`src/rtl/serdesphy_rx_pkg.sv`:
```
// Shared receive-path definitions: line state encoding and the idle fill byte.
package serdesphy_rx_pkg;

  typedef enum logic [1:0] {
    RX_OFF  = 2'b00,
    RX_DATA = 2'b01,
    RX_IDLE = 2'b10
  } rx_state_e;

  localparam int          BYTE_W     = 8;
  localparam int          SKID_DEPTH = 2;
  localparam logic [7:0]  IDLE_BYTE  = 8'h00;

endpackage

```
`src/rtl/serdesphy_rx_skid_buf.sv`:
```
// Two-entry in-order buffer between the demux and the RX FIFO write port.
// The caller only pushes when there is room (or a pop frees a slot in the same
// cycle) and only pops when not empty.
module serdesphy_rx_skid_buf
  import serdesphy_rx_pkg::*;
#(
  parameter int W = BYTE_W
) (
  input  logic         clk,
  input  logic         rst_n,
  input  logic         flush,
  input  logic         push,
  input  logic [W-1:0] push_data,
  input  logic         pop,
  output logic [W-1:0] head_data,
  output logic         full,
  output logic         empty
);

  logic [W-1:0] mem [SKID_DEPTH];
  logic         wr_ptr;
  logic         rd_ptr;
  logic [1:0]   count;

  assign full  = (count == 2'(SKID_DEPTH));
  assign empty = (count == 2'd0);
  // Present zero when empty so the FIFO port never shows stale or unknown data.
  assign head_data = empty ? '0 : mem[rd_ptr];

  // Pointer and occupancy bookkeeping; flush empties the buffer in one cycle.
  always_ff @(posedge clk or negedge rst_n) begin
    if (!rst_n) begin
      wr_ptr <= 1'b0;
      rd_ptr <= 1'b0;
      count  <= 2'd0;
    end else if (flush) begin
      wr_ptr <= 1'b0;
      rd_ptr <= 1'b0;
      count  <= 2'd0;
    end else begin
      if (push) wr_ptr <= ~wr_ptr;
      if (pop)  rd_ptr <= ~rd_ptr;
      case ({push, pop})
        2'b10:   count <= count + 2'd1;
        2'b01:   count <= count - 2'd1;
        default: count <= count;
      endcase
    end
  end

  // Storage write. When full, push and pop together write into the slot being
  // vacated, which is safe because the head is read out in the same cycle.
  // NOTE: storage has no reset; head_data is masked while empty, so the
  // contents are never observed before being written.
  always_ff @(posedge clk) begin
    if (push && !flush) mem[wr_ptr] <= push_data;
  end

endmodule

```
`src/rtl/serdesphy_rx_data_demux.sv`:
```
// Routes decoded bytes to the RX FIFO (through a 2-entry buffer) or to the PRBS
// checker, tracks line idle (runs of 0x00) and counts bytes lost to FIFO
// back-pressure. The decoder is never stalled.
module serdesphy_rx_data_demux
  import serdesphy_rx_pkg::*;
#(
  parameter int IDLE_THRESH = 4,
  parameter int DROP_W      = 8
) (
  input  logic              clk,
  input  logic              rst_n,
  input  logic              enable,
  input  logic              rx_data_sel,
  input  logic              drop_clr,
  input  logic [7:0]        dec_data,
  input  logic              dec_valid,
  output logic [7:0]        fifo_data,
  output logic              fifo_valid,
  input  logic              fifo_ready,
  output logic [7:0]        chk_data,
  output logic              chk_valid,
  output logic              rx_idle_det,
  output logic [DROP_W-1:0] drop_cnt
);

  localparam logic [3:0] THRESH    = 4'(IDLE_THRESH);
  localparam logic [3:0] THRESH_M1 = 4'(IDLE_THRESH - 1);

  rx_state_e  state;
  rx_state_e  state_nxt;
  logic [3:0] zero_cnt;
  logic       byte_zero;
  logic       push_req;
  logic       push;
  logic       pop;
  logic       drop;
  logic       buf_full;
  logic       buf_empty;

  assign byte_zero   = (dec_data == IDLE_BYTE);
  assign rx_idle_det = (state == RX_IDLE);
  assign fifo_valid  = !buf_empty;
  assign pop         = fifo_valid && fifo_ready;
  assign push        = push_req && (!buf_full || pop);
  assign drop        = push_req && buf_full && !pop;

  // State register.
  // NOTE: sequential state uses non-blocking assignments so every flop samples
  // pre-edge values regardless of block ordering.
  always_ff @(posedge clk or negedge rst_n) begin
    if (!rst_n) state <= RX_OFF;
    else        state <= state_nxt;
  end

  // Next-state and FIFO push request; bytes seen while OFF are ignored.
  // NOTE: every output of this block gets a default first so no latch is inferred.
  always_comb begin
    state_nxt = state;
    push_req  = 1'b0;
    if (!enable) begin
      state_nxt = RX_OFF;
    end else begin
      case (state)
        RX_OFF: state_nxt = RX_DATA;
        RX_DATA: begin
          if (dec_valid) begin
            if (byte_zero && zero_cnt == THRESH_M1) state_nxt = RX_IDLE;
            else                                    push_req  = !rx_data_sel;
          end
        end
        RX_IDLE: begin
          if (dec_valid && !byte_zero) begin
            state_nxt = RX_DATA;
            push_req  = !rx_data_sel;
          end
        end
        default: state_nxt = RX_OFF;
      endcase
    end
  end

  // Zero-run counter, saturating at the idle threshold, in both routing modes.
  always_ff @(posedge clk or negedge rst_n) begin
    if (!rst_n) begin
      zero_cnt <= 4'd0;
    end else if (!enable) begin
      zero_cnt <= 4'd0;
    end else if (state != RX_OFF && dec_valid) begin
      if (!byte_zero)              zero_cnt <= 4'd0;
      else if (zero_cnt != THRESH) zero_cnt <= zero_cnt + 4'd1;
    end
  end

  // Saturating drop counter; a clear coinciding with a drop leaves a count of 1.
  always_ff @(posedge clk or negedge rst_n) begin
    if (!rst_n) begin
      drop_cnt <= '0;
    end else if (!enable) begin
      drop_cnt <= '0;
    end else if (drop_clr) begin
      drop_cnt <= drop ? DROP_W'(1) : '0;
    end else if (drop && drop_cnt != '1) begin
      drop_cnt <= drop_cnt + DROP_W'(1);
    end
  end

  // One-cycle strobe of each byte routed to the PRBS checker.
  always_ff @(posedge clk or negedge rst_n) begin
    if (!rst_n) begin
      chk_valid <= 1'b0;
      chk_data  <= 8'h00;
    end else if (!enable) begin
      chk_valid <= 1'b0;
      chk_data  <= 8'h00;
    end else begin
      chk_valid <= dec_valid && rx_data_sel && (state != RX_OFF);
      if (dec_valid && rx_data_sel && state != RX_OFF) chk_data <= dec_data;
    end
  end

  serdesphy_rx_skid_buf #(.W(BYTE_W)) u_skid_buf (
    .clk       (clk),
    .rst_n     (rst_n),
    .flush     (!enable),
    .push      (push),
    .push_data (dec_data),
    .pop       (pop),
    .head_data (fifo_data),
    .full      (buf_full),
    .empty     (buf_empty)
  );

endmodule

```
`config.mk`:
```
export PLATFORM = sky130hd
export DESIGN_NAME = serdesphy_rx_data_demux
export DESIGN_NICKNAME = d
export VERILOG_FILES = /design/src/rtl/serdesphy_rx_pkg.sv /design/src/rtl/serdesphy_rx_skid_buf.sv /design/src/rtl/serdesphy_rx_data_demux.sv
export SDC_FILE = /design/constraint.sdc
export NUM_CORES = 1
export LEC_CHECK = 0
export CORE_UTILIZATION = 56
export DETAILED_ROUTE_END_ITERATION = 8
export GPL_ROUTABILITY_DRIVEN = 1
export PLACE_DENSITY = 0.85
export SLEW_MARGIN = 10
export SYNTH_ARGS = -nofsm -noshare
export SYNTH_HDL_FRONTEND = slang
export SYNTH_SLANG_ARGS = --single-unit
export TNS_END_PERCENT = 100
```
`constraint.sdc`:
```
create_clock -name clk -period 6.9 [get_ports clk]
set_input_delay 1.035 -clock clk [delete_from_list [all_inputs] [get_ports clk]]
set_output_delay 1.035 -clock clk [all_outputs]
set_load 0.05 [all_outputs]
```
==> results of run 1 <==
## final timing paths
kind | end | slack [ns] | cells past startpoint
worst max-delay path | u_skid_buf.mem[0][4] | 3.44 | 5
worst min-delay path | u_skid_buf.wr_ptr | 0.50 | 1
max in group asynchronous | drop_cnt[3] | 5.51 | 2
min in group asynchronous | state[1] | 1.11 | 2
worst max register to register | u_skid_buf.mem[0][4] | 4.22 | 5
worst min register to register | u_skid_buf.wr_ptr | 0.50 | 1
## registers in the layout, indices dropped and copies added (netlist names)
signal             flops
u_skid_buf.mem        16
chk_data               8
drop_cnt               8
zero_cnt               4
state                  2
u_skid_buf.count       2
chk_valid              1
u_skid_buf.rd_ptr      1
u_skid_buf.wr_ptr      1
## routing by layer
metal | wire (um) | GRT usage, %
met2 | 2300 | 40.6
met4 | 36 | 8.15
met5 | 0 | 0
met1 | 2040 | 30.2
met3 | 257 | 5.90
## cell families after synthesis
family	count (synthesis)	share of synthesized area [%]
and+or+nand+nor	75	18.2
adders and majority gates	7	3.90
DFF	43	51.5
muxes	24	10.7
buffers and inverters	16	3.29
AOI/OAI and AO/OA	39	12.0
xor gates and xnor gates	1	0.390
## through the flow
step	cell area, um^2	worst slack, ns	power [W]	hold slack (ns)	utilization, %
after detailed placement	2680	3.16	0.000385	0.495	71.6
after floorplan	2240	4.16	0.000353	0.464	-
after global placement	2680	3.26	0.000383	0.496	71.6
final	2760	3.44	0.000531	0.501	73.8
after global routing	2760	3.25	0.000557	0.543	73.8
after CTS	2760	3.45	0.000539	0.509	73.8
## cell type report
class / instances / area, um^2
fillers: 291 / 980
clock inverters: 2 / 12.5
clock buffers: 6 / 72.6
repair buffers: 42 / 418
flip-flops and latches: 43 / 1160
multi-input cells: 146 / 1010
well taps: 48 / 60.1
inverters: 8 / 30.0
## power groups by stage
stage / Combinational [W] / Clock [W] / Sequential, W
after detailed placement: 0.000101 / 0 / 0.000284
after floorplan: 0.0000586 / 0 / 0.000294
after global routing: 0.000111 / 0.000165 / 0.000280
after CTS: 0.000102 / 0.000158 / 0.000279
final: 0.000101 / 0.000151 / 0.000279
after global placement: 0.0000989 / 0 / 0.000284
## critical path, stage by stage
cell and delay [ns]:
clkdlybuf4s50_1 0.53, or4_1 0.32, o21ai_1 0.28, a21o_1 0.30, nor3_1 0.90
## cell usage in the layout (no fill, tap or decap), types with 4 or more instances in the layout
| cell | count |
|---|---|
| edfxtp_1 | 16 |
| nor3_1 | 4 |
| a21oi_1 | 8 |
| inv_1 | 8 |
| dfrtp_1 | 27 |
| nor2_1 | 22 |
| or3_1 | 6 |
| a211oi_1 | 10 |
| o21ai_0 | 6 |
| mux2i_1 | 24 |
| clkdlybuf4s50_1 | 41 |
| clkbuf_8 | 5 |
| nand2_1 | 13 |
| ha_1 | 7 |
==> run metrics, run 1 <==
Mapped Area=about 2200 um^2; Leak=around 1.1 nW; CP Launch Type=input port; worst skew pair latency=approximately 0.29 ns; RSZ-0062 raised after global routing=no; # rows=22; reg2reg start=state[0]; syn nets=227; 1st-iter DRT viols=between 90 and 100; Overflow after GRT=0; count leader, synth=dfrtp_1; Synth-to-Final Area Change=23.1%; Final GP Congestion=~0.85; die area=~4300 um^2; Max Clk Rate=approximately 0.29 GHz; n_diodes=0; Setup TNS=0 ns; TritonCTS clock tree=yes; Die H=about 65 um; DR vias/cell=~5.7; Post-synth top flop=dfrtp_1; Crit Path Max Fanout=11; synth top area cells=dfrtp_1, edfxtp_1, mux2i_1; # DRC=0; DP Cell Count=287; CTS HTree Levels=2; io pins=42; worst path required time=6.81 ns; layout cells sized above 1=around 5.7%; total number of vias=about 1700; final antenna-violating net count=0; Synth Register Bits=43; CP startpoint=dec_data[1]; DRT Wirelength=between 4 and 5 mm; core area=roughly 3700 um^2; part of the power in registers=52.5%; synthesized area per cell=roughly 11 um^2; P_int=0.000380 W; count of non-filler cells in the finished layout=295; Post-synth top cells=dfrtp_1, mux2i_1, nor2_1; clk buf depth=2; Period Utilization, post-route=~50%; Ys Warns=0; max-slew violations=0; Final Hold Viols=0; Power Density=~190 nW/um^2; Least-Margin Pin Slew=between 1 and 1.5 ns; fin crit period=between 3 and 4 ns; DIE WIDTH=about 65 um; first-pass GRT wire length=about 7.5 mm; Yosys top cell area share=30.1%; Port Buffers=between 40 and 50; post-synthesis sequential area ratio=about half; Setup Skew=0.00720 ns; largest net degree at the start of global routing=28; Syn Inst Count=205; hold-fix buffer count after cts=0; CP arrival=about 3.4 ns; worst hold path type=register to register; post-cts resize count=0; Psw=about 0.00015 W; WL/cell=15.7 um; DP Wirelength=about 3.2 mm; Switching Fraction=between 20% and 30%; final setup fails=0; Max IR drop VDD=approximately 0.00013 V; clk root buf=clkbuf_8; CTS sink count=between 40 and 50; initial core utilization=60.0%; crit path kind=input port to register; max_slew headroom=a little over a fifth; Layout Nets=between 200 and 300; Synth area leader=dfrtp_1; CP endpoint kind=register; Clk pwr share=around 28%; Synth async-reset ratio=a little over three fifths; # Post-CTS Setup Buffers=0; All-Layer GR Usage=between 20% and 30%; number of synthesized flops with an enable pin=16; first-pass iteration count of the detailed router=4; number of global-route vias before repair=approximately 1600; initial antenna violation count=0; hold_sp=u_skid_buf.wr_ptr; CTS Buf Count=5; Synth cell types=45; Max Cap Viol=0; Clk pin slew, worst setup/hold paths=0.08 ns; status=completed; Logic pwr share=a little under a fifth
Power figures use the tool's default switching activity.
==> run 2, diff against run 1 <==
- CORE_UTILIZATION: 56 -> 52
- PLACE_DENSITY: 0.85 -> 0.8
- clock period: 6.9 -> 3.3 ns (I/O delays scaled with it)
==> run 2 against run 1 <==
  * Critical path depth unchanged
  * Final cell count is 2.0% higher
  * Clock power up 130%
  * Power rose by 120%
  * Non-clock buffer count up 4
  * Sequential share of layout area down 0.58 points
  * Worst setup slack lost 2.8 ns
  * Die area is 7.5% higher
  * Combinational power is 120% higher
  * Register-to-register slack worse by 3.3 ns
  * First-iteration DRC count up 26%
  * Worst hold slack gained 0.015 ns
  * Largest power group unchanged
==> run metrics, run 2 (synthesis gave the netlist of run 1 again) <==
status=completed; largest net degree at the start of global routing=28; post-layout util=68.6%; number of flip-flops in the largest register=16; CP endpoint kind=register; Clk pin slew, worst setup/hold paths=about 0.08 ns; total number of vias=approximately 1700; part of the power in registers=50.7%; layout cells sized above 1=under 10%; initial antenna violation count=0; CP Launch Type=input port; hold-fix buffer count after cts=0; 1st-iter DRT viols=120; Setup TNS=0 ns; max-slew violations=0; P_int=around 0.0008 W; R2R Setup Slk=0.88 ns; Max Clk Rate=roughly 0.38 GHz; n_diodes=0; DR vias/cell=5.73; Port Buffers=slightly above 40; CTS sink count=43; count of non-filler cells in the finished layout=~300; All-Layer GR Usage=between 20% and 30%; WL/cell=15.5 um; DRT Wirelength=roughly 4.7 mm; fin crit period=approximately 2.6 ns; CTS HTree Levels=2; Clk pwr share=between 20% and 30%; DP Wirelength=around 3.3 mm; Period Utilization, post-route=79.3%; FF-to-FF End=u_skid_buf.mem[0][2]; Synth-to-Final Area Change=24.9%; DIE WIDTH=67.7 um; hold_sp=u_skid_buf.wr_ptr; Hold Path End=u_skid_buf.wr_ptr; post-cts resize count=0; Layout Nets=272; Max IR drop VDD=between 0.0002 and 0.0003 V; number of global-route vias before repair=1613; commonest non-fill, non-tap cell in the layout=clkdlybuf4s50_1; worst reg-to-reg path cell count=5; Overflow after GRT=0; Setup Skew=roughly 0.0077 ns; register bank with the most flops=u_skid_buf.mem; Switching Fraction=29.6%; worst path required time=around 3.2 ns; worst hold path type=register to register; TritonCTS clock tree=yes; Max Cap Viol=0; crit path kind=input port to register; first-pass GRT wire length=about 7.5 mm; Power Density=~410 nW/um^2; Final Hold Viols=0; Crit Path Max Fanout=8; worst skew pair latency=approximately 0.30 ns; # DRC=0; Die H=a little under 70 um; CP arrival=about 2.5 ns; Psw=0.000340 W; CTS Buf Count=5; final antenna-violating net count=0; max_slew headroom=27.6%; Final GP Congestion=roughly 0.87; most frequent cells in the layout=clkdlybuf4s50_1, dfrtp_1, mux2i_1; Leak=1.08 nW; core area=between 4000 and 5000 um^2; Logic pwr share=roughly 19%; clk buf depth=2; io pins=42; # Post-CTS Setup Buffers=0; Top Registers=u_skid_buf.mem x16, chk_data x8, drop_cnt x8; RSZ-0062 raised after global routing=no; reg2reg start=zero_cnt[0]; clk root buf=clkbuf_8; # rows=23; Least-Margin Pin Slew=around 1.1 ns; DP Cell Count=approximately 290; initial core utilization=between 50 and 60%; first-pass iteration count of the detailed router=4; hold path depth=1; die area=4580 um^2; final setup fails=0
run 2: changes by cell type in the layout (fill, tap and decap cells not counted), sizes merged:
cell / delta
inv: +2
clkbuf: -1
clkinv: -1
buf: +4
run 2: worst max path at each step:
| stage | startpoint | end | slack [ns] | cells after the start |
|---|---|---|---|---|
| final | dec_data[0] | u_skid_buf.mem[0][2] | 0.68 | 5 |
| after CTS | dec_data[0] | u_skid_buf.mem[0][2] | 0.64 | 5 |
| after detailed placement | dec_data[0] | u_skid_buf.mem[0][1] | 0.33 | 5 |
| after global placement | dec_data[1] | u_skid_buf.mem[0][0] | 0.42 | 5 |
| after floorplan | state[0] | u_skid_buf.mem[0][0] | 0.79 | 6 |
| after global routing | dec_data[0] | u_skid_buf.mem[0][7] | 0.47 | 5 |
run 2: area by class of cell:
type	count	area (um^2)
clock buffer	5	68.8
clock inverter	3	22.5
fill	352	1280
inverter	8	30.0
multi-input combinational	146	1010
sequential	43	1160
tap	50	62.6
timing repair buffer	46	448
run 2: power by group through the flow:
stage	sequential, W	clock [W]	combinational, W
4_1_cts	0.000583	0.000352	0.000223
3_5_place_dp	0.000594	0	0.000221
6_report	0.000582	0.000343	0.000222
2_1_floorplan	0.000615	0	0.000122
3_3_place_gp	0.000593	0	0.000217
5_1_grt	0.000584	0.000371	0.000244
run 2: worst max-delay path: stages:
cell and delay, ns:
clkdlybuf4s50_1 0.53, or4_1 0.31, o31ai_2 0.15, a21o_1 0.21, nor3_1 0.83
run 2: metal layers:
layer  up-vias  routed length, um  GRT usage [%]
met1       834               2170           29.9
met5         -                  0              0
met4         0                 85           9.04
met3         8                177           5.07
li1        844                  -              -
met2        39               2220           36.6
run 2: per-stage QoR:
stage	cell area (um^2)	worst slack [ns]	hold WS (ns)	total power [W]
2_1_floorplan	2240	0.786	0.199	0.000737
3_3_place_gp	2710	0.420	0.498	0.000811
3_5_place_dp	2710	0.330	0.501	0.000815
4_1_cts	2800	0.637	0.516	0.00116
5_1_grt	2800	0.469	0.556	0.00120
6_report	2800	0.682	0.516	0.00115
